### config.mk
export PLATFORM = sky130hd
export DESIGN_NAME = rf_wb_arbiter
export DESIGN_NICKNAME = d
export VERILOG_FILES = /design/src/rtl/rf_pkg.sv /design/src/rtl/rf_wb_hold.sv /design/src/rtl/rf_wb_arbiter.sv
export SDC_FILE = /design/constraint.sdc
export NUM_CORES = 1
export LEC_CHECK = 0
export BUFFER_PORTS_ARGS = -buffer_cell sky130_fd_sc_hd__buf_2
export CELL_PAD_IN_SITES_DETAIL_PLACEMENT = 0
export CELL_PAD_IN_SITES_GLOBAL_PLACEMENT = 1
export CORE_ASPECT_RATIO = 0.75
export CORE_MARGIN = 5
export CORE_UTILIZATION = 32
export DETAILED_ROUTE_END_ITERATION = 6
export PLACE_DENSITY_LB_ADDON = 0.1
export SYNTH_ARGS = -nofsm -noshare
export SYNTH_HDL_FRONTEND = slang
export SYNTH_SLANG_ARGS = --single-unit
### constraint.sdc
create_clock -name clk -period 2.3 [get_ports clk]
set_input_delay 0.115 -clock clk [delete_from_list [all_inputs] [get_ports clk]]
set_output_delay 0.115 -clock clk [all_outputs]
set_load 0.02 [all_outputs]
### src/rtl/rf_pkg.sv
// Shared register-file definitions used by the writeback arbiter, the register
// file and the decode stage.
// Contents: address/data widths, the writeback entry layout, grant encoding.
package rf_pkg;

   localparam int AW = 5;
   localparam int DW = 32;

   // One pending register-file write: destination and value.
   typedef struct packed {
      logic [AW-1:0] rd;
      logic [DW-1:0] data;
   } wb_entry_t;

   // Which requester owns the write port this cycle.
   typedef enum logic [1:0] {
      GNT_NONE = 2'd0,
      GNT_ALU  = 2'd1,
      GNT_LSU  = 2'd2
   } wb_grant_e;

endpackage

### src/rtl/rf_wb_hold.sv
// Purpose: one-entry writeback holding register; writes to x0 are accepted and dropped.
// Latency: an accepted entry is visible on hold_* the cycle after the accepting edge.
// Backpressure: ready is low only while the entry is held and not granted this cycle.
// Ports: clk/rst_n; valid/ready/rd/data from upstream; grant from the arbiter;
//        hold_v/hold_rd/hold_data to the arbiter; load pulses when a non-x0 entry is captured.
module rf_wb_hold #(
   parameter int AW = rf_pkg::AW,
   parameter int DW = rf_pkg::DW
) (
   input  logic          clk,
   input  logic          rst_n,
   input  logic          valid,
   output logic          ready,
   input  logic [AW-1:0] rd,
   input  logic [DW-1:0] data,
   input  logic          grant,
   output logic          hold_v,
   output logic [AW-1:0] hold_rd,
   output logic [DW-1:0] hold_data,
   output logic          load
);
   import rf_pkg::*;

   logic accept;

   // Ready includes rst_n so nothing is taken while reset is asserted, and it
   // never looks at valid so upstream can use it to decide whether to present.
   assign ready  = rst_n && (!hold_v || grant);
   assign accept = valid && ready;
   // An x0 entry completes the handshake but never occupies the register.
   assign load   = accept && (rd != '0);

   always_ff @(posedge clk or negedge rst_n) begin
      if (!rst_n) begin
         hold_v    <= 1'b0;
         hold_rd   <= '0;
         hold_data <= '0;
      end else begin
         if (load) begin
            hold_v    <= 1'b1;
            hold_rd   <= rd;
            hold_data <= data;
         end else if (grant) begin
            hold_v    <= 1'b0;
         end
      end
   end

endmodule

### src/rtl/rf_wb_arbiter.sv
// Purpose: shares the register-file write port between the ALU and LSU writeback paths.
// Latency: one edge from accept to register-file write when uncontended.
// Backpressure: the losing requester's ready stays low until it is granted.
// Ports: alu_*/lsu_* valid/ready request channels; rf_we/rf_waddr/rf_wdata drive the
//        register file; pend_mask flags registers with a held write for decode stalls.
// Build option: RF_WB_RR_EN selects round-robin between requesters instead of
//        fixed LSU priority with the STARVE_MAX starvation counter.
module rf_wb_arbiter #(
   parameter int AW         = rf_pkg::AW,
   parameter int DW         = rf_pkg::DW,
   parameter int STARVE_MAX = 3
) (
   input  logic                clk,
   input  logic                rst_n,
   input  logic                alu_valid,
   output logic                alu_ready,
   input  logic [AW-1:0]       alu_rd,
   input  logic [DW-1:0]       alu_data,
   input  logic                lsu_valid,
   output logic                lsu_ready,
   input  logic [AW-1:0]       lsu_rd,
   input  logic [DW-1:0]       lsu_data,
   output logic                rf_we,
   output logic [AW-1:0]       rf_waddr,
   output logic [DW-1:0]       rf_wdata,
   output logic [(1<<AW)-1:0]  pend_mask
);
   import rf_pkg::*;

   logic          alu_hv, lsu_hv;
   logic [AW-1:0] alu_hrd, lsu_hrd;
   logic [DW-1:0] alu_hdata, lsu_hdata;
   logic          alu_load, lsu_load;
   logic          alu_grant, lsu_grant;
   logic          same_rd;
   logic          alu_older;
   logic          alu_favoured;
   wb_grant_e     gnt;

   rf_wb_hold #(.AW(AW), .DW(DW)) u_alu_hold (
      .clk       (clk),
      .rst_n     (rst_n),
      .valid     (alu_valid),
      .ready     (alu_ready),
      .rd        (alu_rd),
      .data      (alu_data),
      .grant     (alu_grant),
      .hold_v    (alu_hv),
      .hold_rd   (alu_hrd),
      .hold_data (alu_hdata),
      .load      (alu_load)
   );

   rf_wb_hold #(.AW(AW), .DW(DW)) u_lsu_hold (
      .clk       (clk),
      .rst_n     (rst_n),
      .valid     (lsu_valid),
      .ready     (lsu_ready),
      .rd        (lsu_rd),
      .data      (lsu_data),
      .grant     (lsu_grant),
      .hold_v    (lsu_hv),
      .hold_rd   (lsu_hrd),
      .hold_data (lsu_hdata),
      .load      (lsu_load)
   );

   assign same_rd = alu_hv && lsu_hv && (alu_hrd == lsu_hrd);

   // Age bit: set when the ALU entry is the older of the two. A fresh ALU
   // load is never older; a lone LSU load leaves any held ALU entry older.
   // Simultaneous loads clear it, so the LSU entry counts as older.
   always_ff @(posedge clk or negedge rst_n) begin
      if (!rst_n) begin
         alu_older <= 1'b0;
      end else if (alu_load) begin
         alu_older <= 1'b0;
      end else if (lsu_load) begin
         alu_older <= 1'b1;
      end
   end

`ifdef RF_WB_RR_EN
   logic rr_alu;

   assign alu_favoured = rr_alu;

   // After any cycle where both entries competed, favour whoever lost.
   always_ff @(posedge clk or negedge rst_n) begin
      if (!rst_n) begin
         rr_alu <= 1'b0;
      end else if (alu_hv && lsu_hv) begin
         rr_alu <= lsu_grant;
      end
   end
`else
   localparam int CW = (STARVE_MAX < 1) ? 1 : $clog2(STARVE_MAX + 1);

   logic [CW-1:0] starve_cnt;

   assign alu_favoured = (starve_cnt == CW'(STARVE_MAX));

   // Counts consecutive lost cycles for a held ALU entry; it saturates rather
   // than wraps so a same-rd override cannot reset the ALU's claim.
   always_ff @(posedge clk or negedge rst_n) begin
      if (!rst_n) begin
         starve_cnt <= '0;
      end else if (!alu_hv || alu_grant) begin
         starve_cnt <= '0;
      end else if (!alu_favoured) begin
         starve_cnt <= starve_cnt + 1'b1;
      end
   end
`endif

   // Same-destination ordering beats both priority and starvation.
   always_comb begin
      gnt = GNT_NONE;
      if (alu_hv && lsu_hv) begin
         if (same_rd) begin
            gnt = alu_older ? GNT_ALU : GNT_LSU;
         end else begin
            gnt = alu_favoured ? GNT_ALU : GNT_LSU;
         end
      end else if (alu_hv) begin
         gnt = GNT_ALU;
      end else if (lsu_hv) begin
         gnt = GNT_LSU;
      end
   end

   assign alu_grant = (gnt == GNT_ALU);
   assign lsu_grant = (gnt == GNT_LSU);

   // Driven straight from the async-reset holds, so reset drops rf_we at once.
   always_comb begin
      rf_we    = 1'b0;
      rf_waddr = '0;
      rf_wdata = '0;
      if (alu_grant) begin
         rf_we    = 1'b1;
         rf_waddr = alu_hrd;
         rf_wdata = alu_hdata;
      end else if (lsu_grant) begin
         rf_we    = 1'b1;
         rf_waddr = lsu_hrd;
         rf_wdata = lsu_hdata;
      end
   end

   always_comb begin
      pend_mask = '0;
      if (alu_hv) begin
         pend_mask[alu_hrd] = 1'b1;
      end
      if (lsu_hv) begin
         pend_mask[lsu_hrd] = 1'b1;
      end
      // x0 is hardwired; decode must never stall on it.
      pend_mask[0] = 1'b0;
   end

endmodule

==> results by group <==
Global route
  – First-pass GRT wire length: between 15000 and 20000 microns
  – Vias in the first global route: around 3400
  – Initial antenna violation count: 0
  – Largest net degree at the start of global routing: 39
  – Total Routing Usage GR: about 16%
  – GR Overflow Total: 0

Job
  – Max-cap viol count: 0

Layout
  – FILL cells: 1166
  – Synthesis-to-layout area growth: 41.49%
  – Share of layout cells above drive strength 1: between 50% and 60%
  – Final Util: 46.01%
  – # diodes: 0
  – Fin cells: just under 700
  – Nets@finish: just under 600

STA
  – Achievable clock frequency: 434.2 MHz
  – Period utilization: 100.1%
  – Final WS setup: -2.848 ps
  – Worst-margin pin slew: roughly 520 ps
  – Max-slew headroom: around 65%
  – Final hold violation count: 0
  – Unrepaired setup endpoints after global routing: yes
  – Final Max Slew Viols: 0
  – Setup violators final: 2
  – Setup Skew: between 3 and 4 ps
  – Final period demand of the worst path: between 2000 and 2500 ps
  – Fin Hold WS: around 10 ps

Setup path
  – R2R Path Start: u_alu_hold.hold_rd[2]$_DFFE_PN0P_
  – Setup CP Type: reg -> out
  – Cell Chain, Critical Path: xnor2_2 -> and3_4 -> buf_6 -> nand3_4 -> a31oi_4 -> buf_4 -> a22o_1 -> buf_2
  – Critical path peak fanout: 9
  – Peak per-stage delay on the critical path: around 420 ps
  – WP data arrival: 2190 ps
  – Crit end category: primary output
  – Worst Path Required: 2180 ps
  – Worst setup SP type: flip-flop
  – Slowest stage cell, crit path: dfrtp_1
  – CP delay by family, top: buffers and inverters
  – Crit. Startpoint: u_alu_hold.hold_rd[2]$_DFFE_PN0P_
  – Crit path buffers/inverters: 3

Logic synthesis
  – Syn. warnings: 0
  – Post-Synth XOR/XNOR Area: approximately 1.8%
  – Mux cell area share after synthesis: between 20% and 30%
  – Simple-Gate Fraction of Synth Area: a little over 7%
  – Synth area leader: dfrtp_1
  – Mapped cell area: 0.004204 sq mm
  – Top-area cell type share of the netlist area: 47.02%
  – Largest family of logic cells by synthesized area: multiplexers
  – Syn Nets: around 400
  – Synth Area per Inst: 12.94 sq um
  – Register area share after synthesis: a little under half
  – Asr flop ratio synth: 100.0%
  – Post-synthesis adder-cell area fraction: less than 1%
  – EDFF count, synth: 0
  – Ranking of synthesized cells by area: dfrtp_1, mux2_4, mux2_2
  – Post-synthesis instance total: 325
  – Post-synth cell types: 42
  – Synth Area in Compound Gates: 15.18%
  – Top_reg_cell synth: dfrtp_1
  – FF+latch count, synth: between 70 and 80

Detailed routing
  – Final ANT Viol Nets: 0
  – DRC Markers: 0
  – Overall routed net length: 12430 microns
  – WL/cell: around 18 microns
  – DR vias/cell: between 5 and 6
  – 1st-iter DRT viols: 187
  – Pre-Repair DR Iteration Count: 5
  – DR vias: roughly 3400

Floorplanning
  – Rows: 36
  – IO Pins: 150
  – Chip height: roughly 110 microns
  – Core area: 0.01293 sq mm
  – Die ar.: around 0.016 sq mm
  – Die span in x: 142.4 microns
  – Starting Density: 32.52%

Placed design
  – Placed insts: roughly 630
  – Port Buf Inserts: roughly 150
  – Dpl ws: between 150 and 200 ps
  – Gpl congestion: ~0.80
  – Dpl hpwl: roughly 8500 microns

Min path
  – Min-delay worst type: in -> reg
  – Hold Crit Start: lsu_data[31]

CTS
  – CTS tree: built
  – Inserted Clock Buffers: 9
  – CTS root buf: clkbuf_16
  – Htree depth: 3
  – Clock Path Buffers: 2
  – Clk slew on worst S/H paths: about 60 ps
  – Later-pin clock latency in the skew report: approximately 330 ps
  – Clock sinks: 79

Power and ir drop
  – Pwr dens: 791.6 mW/mm^2
  – Max VDD drop: 0.3605 mV
  – LEAKAGE: ~2.8 nW

Outcome
  – Run status: complete, but fails checks
  – Failing checks: negative setup slack
==> final timing paths <==
path / endpoint / slack [ps] / cells past startpoint
setup / recovery: rf_wdata[8] / -3 / 8
hold / removal: u_lsu_hold.hold_data[31]$_DFFE_PN0P_ / 10 / 2
max in group asynchronous: u_alu_hold.hold_rd[0]$_DFFE_PN0P_ / 860 / 4
setup reg to reg: u_alu_hold.hold_data[25]$_DFFE_PN0P_ / 220 / 7
min in group asynchronous: u_lsu_hold.hold_rd[0]$_DFFE_PN0P_ / 220 / 2
hold reg to reg: u_lsu_hold.hold_data[1]$_DFFE_PN0P_ / 510 / 1
==> cell usage in the layout, fill, tap and decap left out, types with 4 or more instances in the layout <==
cell type and n:
buf_2 127, dfrtp_1 76, mux2_4 36, mux2_2 36, a22o_1 35, o22ai_1 31, buf_4 25, buf_6 20
dlygate4sd3_1 18, nand3_1 12, nand2_1 9, clkbuf_16 9, nand3b_1 7, nor2_1 6, inv_1 5, xnor2_2 5
or3_1 4, buf_12 4
==> worst reg2reg max path: cells and delay by family, from the launching register on <==
| family | cells | cell delay [ps] |
|---|---|---|
| compound gates | 1 | 280 |
| simple gates | 2 | 320 |
| mux | 1 | 380 |
| xor+xnor | 1 | 200 |
| buf+inv | 2 | 350 |
| flops | 1 | 420 |
==> metrics by stage <==
| stage | total power (W) | area, sq um | setup TNS [ps] |
|---|---|---|---|
| 2_1_floorplan | 0.002567 | 4204 | 0 |
| 3_3_place_gp | 0.002938 | 5135 | 0 |
| 3_5_place_dp | 0.002935 | 5135 | 0 |
| 5_1_grt | 0.004940 | 5948 | -2736 |
| 4_1_cts | 0.004678 | 5774 | -3.457 |
| 6_report | 0.004708 | 5948 | -3.210 |
==> registers in the layout, indices dropped and copies added (netlist names) <==
signal / cells
starve_cnt: 2
alu_older: 1
u_lsu_hold.hold_data: 32
u_lsu_hold.hold_rd: 5
u_alu_hold.hold_rd: 5
u_alu_hold.hold_data: 32
u_lsu_hold.hold_v: 1
u_alu_hold.hold_v: 1
==> final cells by class <==
cell class,count,area (sq um),area share (%)
Inverter,5,18.77,0.3155
Multi-Input combinational cell,211,2056,34.56
Tap cell,171,214.0,3.597
Clock buffer,12,266.5,4.480
Sequential cell,79,1981,33.30
Timing Repair Buffer,195,1336,22.47
Clock inverter,4,76.32,1.283
==> per-layer routing <==
layer | global-route usage (%) | vias up | wire [microns]
li1 | - | 1574 | -
met4 | 3.867 | 0 | 116
met3 | 4.822 | 20 | 961
met2 | 22.83 | 133 | 5374
met1 | 23.34 | 1666 | 5974
met5 | 0 | - | 0
==> what timing repair did <==
item	in CTS	in global routing
resized for setup	14	40
cloned	1	0
hold endpoints to repair	33	4
hold buffers	14	4
setup endpoints to repair	33	37
pin swaps	10	1
setup buffers	11	0
==> cell usage after synthesis (all sizes together) (2+ instances only) <==
cell    number
a21oi        2
a22o        36
and2         3
and3         2
buf         28
clkbuf       2
dfrtp       79
inv          5
mux2        72
nand2        9
nand3       14
nand3b       7
nor2         6
nor3         3
o211ai       2
o22ai       31
or3          4
or4          2
xnor2        5
==> report_power, final <==
part	internal (W)	switching [W]
clock network	0.00104	0.000559
logic	0.000705	0.000635
registers	0.00162	0.000153
==> logic make-up (layout without fill, tap and decap cells) <==
logic type	after synthesis	count (layout)
other cells	1	1
buf+inv	35	216
mux	73	73
simple gates	51	51
flops	79	79
xor+xnor	6	6
fa+ha+maj	1	1
compound gates	79	79
Power figures use the tool's default switching activity.
